==> src/rtl/life_gen_engine_pkg.sv <==
// Shared definitions for the Game-of-Life generation engine.
//   - default grid address width per axis
//   - FSM state encoding
//   - 3x3 neighbour offset table, row-major from (-1,-1) to (+1,+1)
//   - index of the centre cell within that table
package life_gen_engine_pkg;

  localparam int DEFAULT_K = 7;

  localparam logic [3:0] NB_CENTRE = 4'd4;
  localparam logic [3:0] NB_LAST   = 4'd8;

  typedef enum logic [2:0] {
    S_IDLE   = 3'd0,
    S_READ   = 3'd1,
    S_DRAIN  = 3'd2,
    S_WRITE  = 3'd3,
    S_FINISH = 3'd4
  } state_t;

  // Two's-complement 2-bit offsets: -1, 0, +1.
  localparam logic [1:0] OFF_NEG  = 2'b11;
  localparam logic [1:0] OFF_ZERO = 2'b00;
  localparam logic [1:0] OFF_POS  = 2'b01;

  typedef struct packed {
    logic [1:0] dr;
    logic [1:0] dc;
  } nb_offset_t;

  localparam nb_offset_t NB_OFFSETS [9] = '{
    '{dr: OFF_NEG,  dc: OFF_NEG},
    '{dr: OFF_NEG,  dc: OFF_ZERO},
    '{dr: OFF_NEG,  dc: OFF_POS},
    '{dr: OFF_ZERO, dc: OFF_NEG},
    '{dr: OFF_ZERO, dc: OFF_ZERO},
    '{dr: OFF_ZERO, dc: OFF_POS},
    '{dr: OFF_POS,  dc: OFF_NEG},
    '{dr: OFF_POS,  dc: OFF_ZERO},
    '{dr: OFF_POS,  dc: OFF_POS}
  };

  // Out-of-table indices never occur in READ; return the centre offset so
  // the lookup is total.
  function automatic nb_offset_t nb_offset(input logic [3:0] nb);
    return (nb <= NB_LAST) ? NB_OFFSETS[nb] : NB_OFFSETS[NB_CENTRE];
  endfunction

endpackage

==> src/rtl/life_gen_engine_rule.sv <==
// Conway's rule for a single cell.
// Ports:
//   alive      in  1  current state of the cell
//   n          in  4  number of live neighbours (0..8)
//   next_state out 1  state of the cell in the next generation
module life_gen_engine_rule (
  input  logic       alive,
  input  logic [3:0] n,
  output logic       next_state
);

  // Birth on exactly three neighbours, survival on two or three.
  assign next_state = (n == 4'd3) | (alive & (n == 4'd2));

endmodule

==> src/rtl/life_gen_engine.sv <==
// Game-of-Life generation engine. On an accepted start it sweeps every cell
// of the 2^K x 2^K grid in the order supplied by an external address
// walkthrough: 9 neighbourhood reads, one drain cycle for the last read's
// data, one write of the next state. A done pulse marks the end of the sweep.
// Ports:
//   clk, rst           clock and synchronous active-high reset
//   start              request a generation (honoured only while idle)
//   busy, done         engine active / generation complete pulse
//   gen_count          completed generations, wraps at 16 bits
//   walk_en            advance the walkthrough to the next cell
//   walk_r, walk_c     current cell from the walkthrough
//   walk_done          walkthrough is at its last cell
//   rd_r, rd_c         read address to the current-generation memory
//   rd_data            read data, one cycle after the address
//   wr_en, wr_r, wr_c  write strobe and address to the next-generation buffer
//   wr_data            next state of the cell being written
module life_gen_engine
  import life_gen_engine_pkg::*;
#(
  parameter int K    = DEFAULT_K,
  parameter bit WRAP = 1'b1
) (
  input  logic         clk,
  input  logic         rst,
  input  logic         start,
  output logic         busy,
  output logic         done,
  output logic [15:0]  gen_count,
  output logic         walk_en,
  input  logic [K-1:0] walk_r,
  input  logic [K-1:0] walk_c,
  input  logic         walk_done,
  output logic [K-1:0] rd_r,
  output logic [K-1:0] rd_c,
  input  logic         rd_data,
  output logic         wr_en,
  output logic [K-1:0] wr_r,
  output logic [K-1:0] wr_c,
  output logic         wr_data
);

  state_t      state;
  logic [3:0]  nb;
  logic [3:0]  n;
  logic        alive;

  // Tag travelling alongside each outstanding read: the datum arriving next
  // cycle is either the centre cell or a neighbour, and may be masked.
  logic        pend_valid;
  logic        pend_centre;
  logic        pend_live;

  logic [15:0] gen_count_q;
  logic        done_q;
  logic        wr_en_q;
  logic        walk_en_q;

  nb_offset_t  off;
  logic [K-1:0] off_r;
  logic [K-1:0] off_c;
  logic        row_edge;
  logic        col_edge;
  logic        in_range;
  logic        datum;

  assign off = nb_offset(nb);

  // Sign-extend the 2-bit offsets; K-bit addition then wraps modulo 2^K.
  assign off_r = {{(K-1){off.dr[1]}}, off.dr[0]};
  assign off_c = {{(K-1){off.dc[1]}}, off.dc[0]};

  assign row_edge = ((off.dr == OFF_NEG) && (walk_r == '0)) ||
                    ((off.dr == OFF_POS) && (walk_r == '1));
  assign col_edge = ((off.dc == OFF_NEG) && (walk_c == '0)) ||
                    ((off.dc == OFF_POS) && (walk_c == '1));

  // Without wrap the read is still issued (keeps timing fixed), but its
  // data is discarded when the neighbour lies off the grid.
  assign in_range = WRAP ? 1'b1 : !(row_edge || col_edge);

  assign rd_r = (state == S_READ) ? walk_r + off_r : '0;
  assign rd_c = (state == S_READ) ? walk_c + off_c : '0;

  assign datum = rd_data & pend_live;

  assign busy      = (state != S_IDLE);
  assign done      = done_q;
  assign wr_en     = wr_en_q;
  assign walk_en   = walk_en_q;
  assign gen_count = gen_count_q;
  assign wr_r      = walk_r;
  assign wr_c      = walk_c;

  life_gen_engine_rule u_rule (
    .alive      (alive),
    .n          (n),
    .next_state (wr_data)
  );

  always_ff @(posedge clk) begin
    if (rst) begin
      state       <= S_IDLE;
      nb          <= '0;
      n           <= '0;
      alive       <= 1'b0;
      pend_valid  <= 1'b0;
      pend_centre <= 1'b0;
      pend_live   <= 1'b0;
      gen_count_q <= '0;
      done_q      <= 1'b0;
      wr_en_q     <= 1'b0;
      walk_en_q   <= 1'b0;
    end else begin
      // NOTE: non-blocking assignments throughout, so every branch below
      // sees the register values from the start of the cycle and later
      // assignments to the same register simply take priority.
      pend_valid <= 1'b0;

      // Consume the datum returned for the read issued last cycle.
      if (pend_valid) begin
        if (pend_centre) begin
          alive <= rd_data;
        end else begin
          n <= n + {3'b000, datum};
        end
      end

      case (state)
        S_IDLE: begin
          if (start) begin
            state <= S_READ;
            nb    <= '0;
            n     <= '0;
          end
        end

        S_READ: begin
          pend_valid  <= 1'b1;
          pend_centre <= (nb == NB_CENTRE);
          pend_live   <= in_range;
          if (nb == NB_LAST) begin
            state <= S_DRAIN;
          end else begin
            nb <= nb + 4'd1;
          end
        end

        // The ninth datum is accumulated by the pend_valid logic above;
        // the strobes are registered so they are high exactly in WRITE.
        S_DRAIN: begin
          state     <= S_WRITE;
          wr_en_q   <= 1'b1;
          walk_en_q <= 1'b1;
        end

        S_WRITE: begin
          wr_en_q   <= 1'b0;
          walk_en_q <= 1'b0;
          nb        <= '0;
          if (walk_done) begin
            state  <= S_FINISH;
            done_q <= 1'b1;
          end else begin
            state <= S_READ;
            n     <= '0;
          end
        end

        S_FINISH: begin
          done_q      <= 1'b0;
          gen_count_q <= gen_count_q + 16'd1;
          state       <= S_IDLE;
        end

        default: begin
          state <= S_IDLE;
        end
      endcase
    end
  end

endmodule

==> config.mk <==
export PLATFORM = sky130hd
export DESIGN_NAME = life_gen_engine
export DESIGN_NICKNAME = d
export VERILOG_FILES = /design/src/rtl/life_gen_engine_pkg.sv /design/src/rtl/life_gen_engine_rule.sv /design/src/rtl/life_gen_engine.sv
export SDC_FILE = /design/constraint.sdc
export NUM_CORES = 1
export LEC_CHECK = 0
export CAP_MARGIN = 20
export CORE_MARGIN = 2
export CORE_UTILIZATION = 45
export CTS_CLUSTER_SIZE = 40
export DETAILED_ROUTE_END_ITERATION = 10
export PLACE_DENSITY = 0.77
export SYNTH_ARGS = -nofsm -noshare
export SYNTH_HDL_FRONTEND = slang
export SYNTH_SLANG_ARGS = --single-unit
==> constraint.sdc <==
create_clock -name clk -period 5.3 [get_ports clk]
set_clock_uncertainty 0.1 [all_clocks]
set_input_delay 1.06 -clock clk [delete_from_list [all_inputs] [get_ports clk]]
set_output_delay 1.06 -clock clk [all_outputs]
set_load 0.01 [all_outputs]
**After elaboration in Yosys (flattened, before gate mapping)**

Memories as Yosys holds them, arrays and structs flattened.
Cells that the tools add are included.

- Latch bits: 0
- Word-level logic and storage cells: 64
- Bits in registers: 33
- Memories: 1
- Bits in read-only memories: 64
- Memory bits (writable): 0

- Add/sub/neg operators: 5
- Muxes and demuxes: 21
- Shifts and indexed selects: 0
- Multiply operators: 0
- Div/mod/pow operators: 0
- Order comparisons: 2
- Bitwise gates (word level): 4
- Equality and inequality tests: 12
- Reduce and logical (&&, ||, !) cells: 9

Memories:

| memory | words | width | rd ports | clocked after memory_dff | write ports | RTL line | text |
|---|---|---|---|---|---|---|---|
| (no name shown) | 16 | 4 | 1 | 0 | 0 | life_gen_engine_pkg.sv:46 | `return (nb <= NB_LAST) ? NB_OFFSETS[nb] : NB_OFFSETS[NB_CENTRE];` |

Operator list:

| cell | number |
|---|---|
| $mux W4 | 9 |
| $add A16 B1 Y16 const B | 1 |
| $add A7 B7 Y7 | 2 |
| $mux W7 | 2 |
| $pmux W3 S4 | 1 |
| $pmux W4 S3 | 1 |
| $mux W3 | 3 |
| $eq A4 B2 Y1 const B | 2 |
| $pmux W4 S2 | 1 |
| $eq A3 B2 Y1 const B | 2 |
| $ne A2 B2 Y1 const B | 3 |
| $reduce_and A2 Y1 | 3 |
| $reduce_bool A3 Y1 | 2 |
| $ge A5 B5 Y1 const B | 1 |
| $not A4 Y5 | 1 |
| $add A4 B1 Y4 | 1 |
| $add A4 B1 Y4 const B | 1 |
| $eq A4 B3 Y1 const B | 1 |
| $eq A4 B4 Y1 const B | 1 |
| $le A4 B4 Y1 const B | 1 |
| $pmux W1 S2 | 2 |
| $reduce_bool A2 Y1 | 2 |
| $eq A3 B1 Y1 const B | 1 |
| $eq A3 B3 Y1 const B | 1 |
| other kinds (6) | 8 |

**Depth between registers and ports, before layout**

Gate-level depths: netlist of the first run.

- Word-level depth: 7
- Depth in mapped cells: 13
- Depth with buffers taken out: 13

**By module**

Synthesis of the first run repeated with hierarchy kept, for this count alone.

- Cells, all modules: 285
- Area total of the unflattened synthesis: 2333.5 µm²

Modules (own cells, without submodules):

| module | sequential area each (µm²) | cells each | area an instance (µm²) | instances |
|---|---|---|---|---|
| life_gen_engine | 660.6 | 283 | 2314.7 | 1 |
| life_gen_engine_rule | 0.0 | 2 | 18.8 | 1 |

**Worst setup path before layout of the first run**

OpenSTA, ideal clock, no wires.

- Path kind: reg2out
- Start point: register nb[0]
- End point: output rd_c[6]
- Arrival: 2529 ps
- Data required time: 4140 ps
- Stages on the path, launching flop included: 12
- Path slack: 1611 ps
- Path through: dfxtp_1 -> inv_1 -> ha_1 -> or2_2 -> a21oi_2 -> inv_1 -> fa_1 -> nor2b_1 -> o31a_1 -> o22ai_1 -> xnor2_1 -> nor2_1

- Longest elaborated chain between the ends: 7
- Elaborated cells on any way between the ends: 8

Ends and longest elaborated chain:

| element | RTL line | text |
|---|---|---|
| start, declared | life_gen_engine.sv:43 | `logic [3:0] nb;` |
| start signal, assigned | life_gen_engine.sv:144 | `nb <= nb + 4'd1;` |
| $not A4 Y5 (implied by the code) | life_gen_engine_pkg.sv:46 |  |
| $mem_v2 Z16 W4 | - |  |
| $mux W4 (implied by the code) (2 in series) | life_gen_engine_pkg.sv:46 |  |
| $mux W4 (*) | life_gen_engine_pkg.sv:46 |  |
| $add A7 B7 Y7 (*) | life_gen_engine.sv:82 | `assign rd_c = (state == S_READ) ? walk_c + off_c : '0;` |
| $mux W7 (*) | life_gen_engine.sv:82 |  |
| end, declared | life_gen_engine.sv:34 | `output logic [K-1:0] rd_c,` |

Mark *: on every way between the ends. The rest lies on a longest branch, timed or not. The select of a mux whose other input is x is not followed.

**Worst setup path in the final report of the first run**

Same ends and word-level chain as after synthesis.

==> impl_results.md, run 1 <==
* Largest net degree at the start of global routing at 31
* Post-CTS sizing at 0
* Hold Path Class: reg -> reg
* Setup CP Type: reg -> out
* Post-Route Setup TNS at 0 ps
* Post-synth EDFFs at 0
* First-pass GRT wire length at 7700 um
* Final GP Congestion at 0.793
* I/O Pins at between 60 and 70
* Syn Inst Count at 284
* Slew margin rel. at a little under a third
* CP arrival at 3590 ps
* Worst VDD drop at 0.000110 V
* Synth area leader: dfxtp_1
* Nets@finish at around 380
* Hold Vio Cnt, Final at 0
* RSZ-0062 raised after global routing: no
* Distinct cell type count after synthesis at 47
* Detailed Route Iter0 Violations at 55
* Non-filler instance count after layout at 405
* Total Wirelength at 4810 um
* CTS H-tree depth at 2
* Lkg Pwr at 1.12 nW
* Post-Syn Nets at 325
* # rows at 26
* Area growth syn-to-layout at 30.2%
* Synth async-reset ratio at 0%
* Vias in the first global route at approximately 1700
* Die width at roughly 76 um
* Most common cell after layout, fill and taps aside: clkdlybuf4s50_1
* DR pass1 iterations at 4
* Core ar. at 5010 um2
* Seq/Total Area, Yosys at 28.7%
* Vias per cell at 5.07
* Most frequent cells in the layout: clkdlybuf4s50_1 (67), nor2_1 (40), dfxtp_1 (33)
* Ratio of cells with drive above 1 in the final layout at 5.67%
* Post-Synthesis Cell Area at around 2300 um2
* Placed cells at 398
* Yosys reg bits at 33
* CP startpoint kind: flip-flop
* Minimum clock period at 4750 ps
* Final worst path period share at 89.7%
* PortBufs at between 60 and 70
* Max clock buf depth at 2
* Post-route DRC violation count at 0
* Status: finished clean
* Die area at 5710 um2
* CTS tree: done
* Drt wl/cell at 11.9 um
* P per Cell Area at 200 nW/um2
* Worst setup EP type: output pin
* Area contributors post-synth: dfxtp_1 (29%), ha_1 (11%), nor2_1 (6.5%)
* GRT Overall Usage at 17.2%
* Synth warnings at 0
* Required @ worst endpoint at between 4000 and 5000 ps
* Slew Viols, Final at 0
* Clk slew on worst S/H paths at 60 ps
* Final setup violation count at 0
* Worst slew pin tran at around 1000 ps
* Worst skew pair latency at roughly 280 ps
* Root Driver: clkbuf_8
* Initial core utilization at 46.0%
* Post-DP HPWL at 3660 um
* CTS Buf Count at 5
* Initial antenna violation count at 0
* Die height at roughly 76 um
* GRT overflow at 0
* Clock Sink Count at 33
* Final ANT Viol Nets at 0
* Area share of the largest cell type after synthesis at 28.7%
* Primary FF master, synth: dfxtp_1
* Number of diodes at 0
* Hold Buf Count CTS at 0
* DR vias at 2053
* Setup bufs post-CTS at 0
* Max-cap violations at 0
* Mapped Avg Cell Area at between 8 and 9 um2
* FILL cells at 460
* Crit Path Max Fanout at 7
* Max Fclk at ~210 MHz
kinds of logic (layout without fill, tap and decap cells):
logic type / count (synthesis) / after routing / share of synthesized area, %
simple gates: 119 / 119 / 27.2
mux: 3 / 3 / 1.30
buf+inv: 37 / 88 / 8.91
xor+xnor: 20 / 20 / 7.60
fa+ha+maj: 22 / 22 / 12.6
flops: 33 / 33 / 28.7
compound gates: 50 / 50 / 13.7
worst max-delay path, cell delays in order (launching register included):
cell	delay [ps]
dfxtp_1	450
inv_1	100
ha_1	340
or2_2	300
a21oi_2	350
inv_1	110
fa_1	420
nor2b_1	200
o31a_1	180
o22ai_1	100
xnor2_1	140
nor2_1	80
clkdlybuf4s50_1	540
per-stage QoR:
step	power (W)	setup WS [ps]	cell area (um2)	hold slack, ps	utilization (%)
2_1_floorplan	0.000359	1610	2300	332	-
3_3_place_gp	0.000415	790	2910	344	58.1
3_5_place_dp	0.000418	698	2910	355	58.1
4_1_cts	0.000603	547	3000	367	59.9
5_1_grt	0.000629	330	3000	388	59.9
6_report	0.000599	548	3000	366	59.9
cell usage after synthesis, types with 4 or more instances:
| library cell | instances |
|---|---|
| nor2_1 | 40 |
| dfxtp_1 | 33 |
| ha_1 | 20 |
| nand2_1 | 20 |
| buf_4 | 15 |
| a21oi_1 | 14 |
| inv_1 | 13 |
| xor2_1 | 12 |
| nor3_1 | 11 |
| o21ai_0 | 11 |
| nor2b_1 | 10 |
| nand3_1 | 8 |
| xnor2_1 | 8 |
| a211oi_1 | 5 |
| a21o_1 | 4 |
| a31oi_1 | 4 |
| clkbuf_1 | 4 |
| nand4_1 | 4 |
| or3_1 | 4 |
path summary, 6_finish.rpt:
path / startpoint / to / slack [ps] / cells past startpoint
hold / removal: alive / alive / 370 / 2
hold reg to reg: alive / alive / 370 / 2
setup / recovery: nb[0] / rd_c[6] / 550 / 12
setup reg to reg: state[0] / nb[1] / 3410 / 4
registers in the layout, summed over array words and instances (netlist names):
signal and count:
pend_centre 1, alive 1, gen_count 16, walk_en 1, nb 4, state 3
pend_valid 1, n 4, done 1, pend_live 1
layer usage:
metal / global-route usage [%] / part of all wire (%) / vias to the layer above
li1: - / - / 1067
met5: 0 / 0 / -
met2: 28.2 / 50 / 27
met1: 23.8 / 48 / 957
met4: 3.51 / 0.35 / 0
met3: 3.17 / 2.4 / 2
final cells by class:
type	instances	area (um2)	area share (%)
repair buffers	68	678	22.6
multi-input cells	214	1440	47.9
clock buffers	7	86.3	2.88
inverters	13	48.8	1.63
well taps	70	87.6	2.92
flip-flops and latches	33	661	22.0
power by group:
group | switching [W] | internal, W
combinational | 0.0000753 | 0.0000824
clock | 0.0000833 | 0.000103
sequential | 0.00000402 | 0.000251
total | 0.000163 | 0.000436
Power figures use the tool's default switching activity.
==> inputs of run 2 (changes only) <==
--- a/config.mk
+++ b/config.mk
@@ -11,5 +11,6 @@
 export CTS_CLUSTER_SIZE = 40
 export DETAILED_ROUTE_END_ITERATION = 10
-export PLACE_DENSITY = 0.77
+export GPL_ROUTABILITY_DRIVEN = 0
+export PLACE_DENSITY = 0.86
 export SYNTH_ARGS = -nofsm -noshare
 export SYNTH_HDL_FRONTEND = slang
==> constraint.sdc (replaced) <==
create_clock -name clk -period 5.3 [get_ports clk]
set_clock_uncertainty 0.1 [all_clocks]
set_input_delay 1.06 -clock clk [delete_from_list [all_inputs] [get_ports clk]]
set_output_delay 1.06 -clock clk [all_outputs]
set_load 0.02 [all_outputs]
==> run 2 against run 1 <==
  * Count of clock-buffer cells in the layout decreased by 1
  * Worst setup slack worse by 140 ps
  * Sequential share of layout area about the same
  * Maximum frequency is 2.8% lower
  * Via count grew 1.4%
  * First-iteration DRC count up 100%
  * Non-clock buffer count unchanged
  * Hold slack lost 2.5 ps
  * Largest power group unchanged
==> impl_results.md, run 2 (synthesis gave the netlist of run 1 again) <==
* Status: finished clean
* Slew margin rel. at 30.6%
* Initial antenna violation count at 0
* CTS tree: done
* Final setup violation count at 0
* Die area at 5710 um2
* Lkg Pwr at 1.12 nW
* Number of flip-flops in the largest register at 16
* Die height at ~76 um
* Power share of the combinational group at 28.5%
* I/O Pins at 68
* Ratio of cells with drive above 1 in the final layout at 5.95%
* RSZ-0062 raised after global routing: no
* Core Util, Final at around three fifths
* Clock power share at 29.9%
* Hold Buf Count CTS at 0
* CP arrival at 3730 ps
* Setup bufs post-CTS at 0
* Max clock buf depth at 2
* Clock Sink Count at 33
* Nets@finish at 376
* Root Driver: clkbuf_8
* Initial core utilization at 46.0%
* PortBufs at 67
* Detailed Route Iter0 Violations at around 110
* Most frequent cells in the layout: clkdlybuf4s50_1 (67), nor2_1 (40), dfxtp_1 (33)
* CP startpoint kind: flip-flop
* Minimum clock period at 4890 ps
* DR vias at 2081
* Final worst path period share at 92.2%
* Post-route DRC violation count at 0
* Worst skew pair latency at 290 ps
* Int Pwr at about 0.00042 W
* CTS Buf Count at 5
* Worst slew pin tran at 1040 ps
* DR pass1 iterations at 4
* Core ar. at 5010 um2
* Setup CP Type: reg -> out
* P per Cell Area at 204 nW/um2
* Switching share of power at between 30% and 40%
* Required @ worst endpoint at between 4000 and 5000 ps
* Post-CTS sizing at 0
* Power, Total at just over 0.0006 W
* Number of diodes at 0
* GRT Overall Usage at between 15 and 20%
* Die width at 75.5 um
* Max Fclk at 205 MHz
* Area growth syn-to-layout at 30.0%
* Drt wl/cell at 12.5 um
* Post-DP HPWL at 3920 um
* NetSw at 0.000187 W
* Max-cap violations at 0
* Final ANT Viol Nets at 0
* Hold Path Class: reg -> reg
* Placed cells at 398
* Most common cell after layout, fill and taps aside: clkdlybuf4s50_1
* Post-Route Setup TNS at 0 ps
* Clk slew on worst S/H paths at 70 ps
* Total Wirelength at between 5000 and 6000 um
* Slew Viols, Final at 0
* Hold Vio Cnt, Final at 0
* Worst VDD drop at 0.000125 V
* # rows at 26
* Vias per cell at 5.13
* Worst setup EP type: output pin
* Non-filler instance count after layout at between 400 and 500
* First-pass GRT wire length at a little under 8000 um
* GRT overflow at 0
* Vias in the first global route at 1840
* CTS H-tree depth at 2
* Largest net degree at the start of global routing at 31
* Sequential power share at 41.7%
* Crit Path Max Fanout at 7
run 2: cell types whose count changed in the layout (fill, tap and decap cells not counted), sizes merged:
cell,before,now
clkinv,0,2
clkbuf,7,6
run 2: critical path, stage by stage (launching register included):
cell and delay (ps):
dfxtp_1 440, inv_1 100, ha_1 330, or2_2 290, a21oi_2 370, inv_1 120, fa_1 420, nor2b_1 210
o31a_1 210, o22ai_1 110, xnor2_1 130, nor2_1 80, clkdlybuf4s50_1 620
run 2: power by group through the flow:
stage	Combinational [W]	Sequential [W]	Clock, W
after detailed placement	0.000173	0.000260	0
after floorplan	0.000114	0.000258	0
after global routing	0.000188	0.000255	0.000196
after global placement	0.000168	0.000260	0
final	0.000174	0.000255	0.000182
after CTS	0.000174	0.000254	0.000186
run 2: final timing paths:
check                     end     start  slack, ps  cells past startpoint
setup reg to reg  pend_centre  state[0]       3410                      5
hold / removal          alive     alive        360                      2
setup / recovery      rd_c[6]     nb[0]        410                     12
hold reg to reg         alive     alive        360                      2
run 2: layout make-up:
class | count | area, um2
clock buffer | 6 | 72.6
multi-input combinational | 214 | 1440
clock inverter | 2 | 10.0
tap | 70 | 87.6
inverter | 13 | 48.8
timing repair buffer | 68 | 678
fill | 450 | 2010
sequential | 33 | 661
run 2: metrics by stage:
| step | setup slack, ps | cell area, um2 | hold WS [ps] |
|---|---|---|---|
| floorplan | 1490 | 2300 | 332 |
| detailed placement | 636 | 2910 | 357 |
| global placement | 721 | 2910 | 347 |
| global route | 225 | 3000 | 386 |
| finish | 411 | 3000 | 363 |
| CTS | 436 | 3000 | 367 |
run 2: layer usage:
layer | GRT usage, % | share of wire (%)
met3 | 3.44 | 2.8
met5 | 0 | 0
met2 | 30.2 | 51
met1 | 21.9 | 45
met4 | 7.02 | 1.4
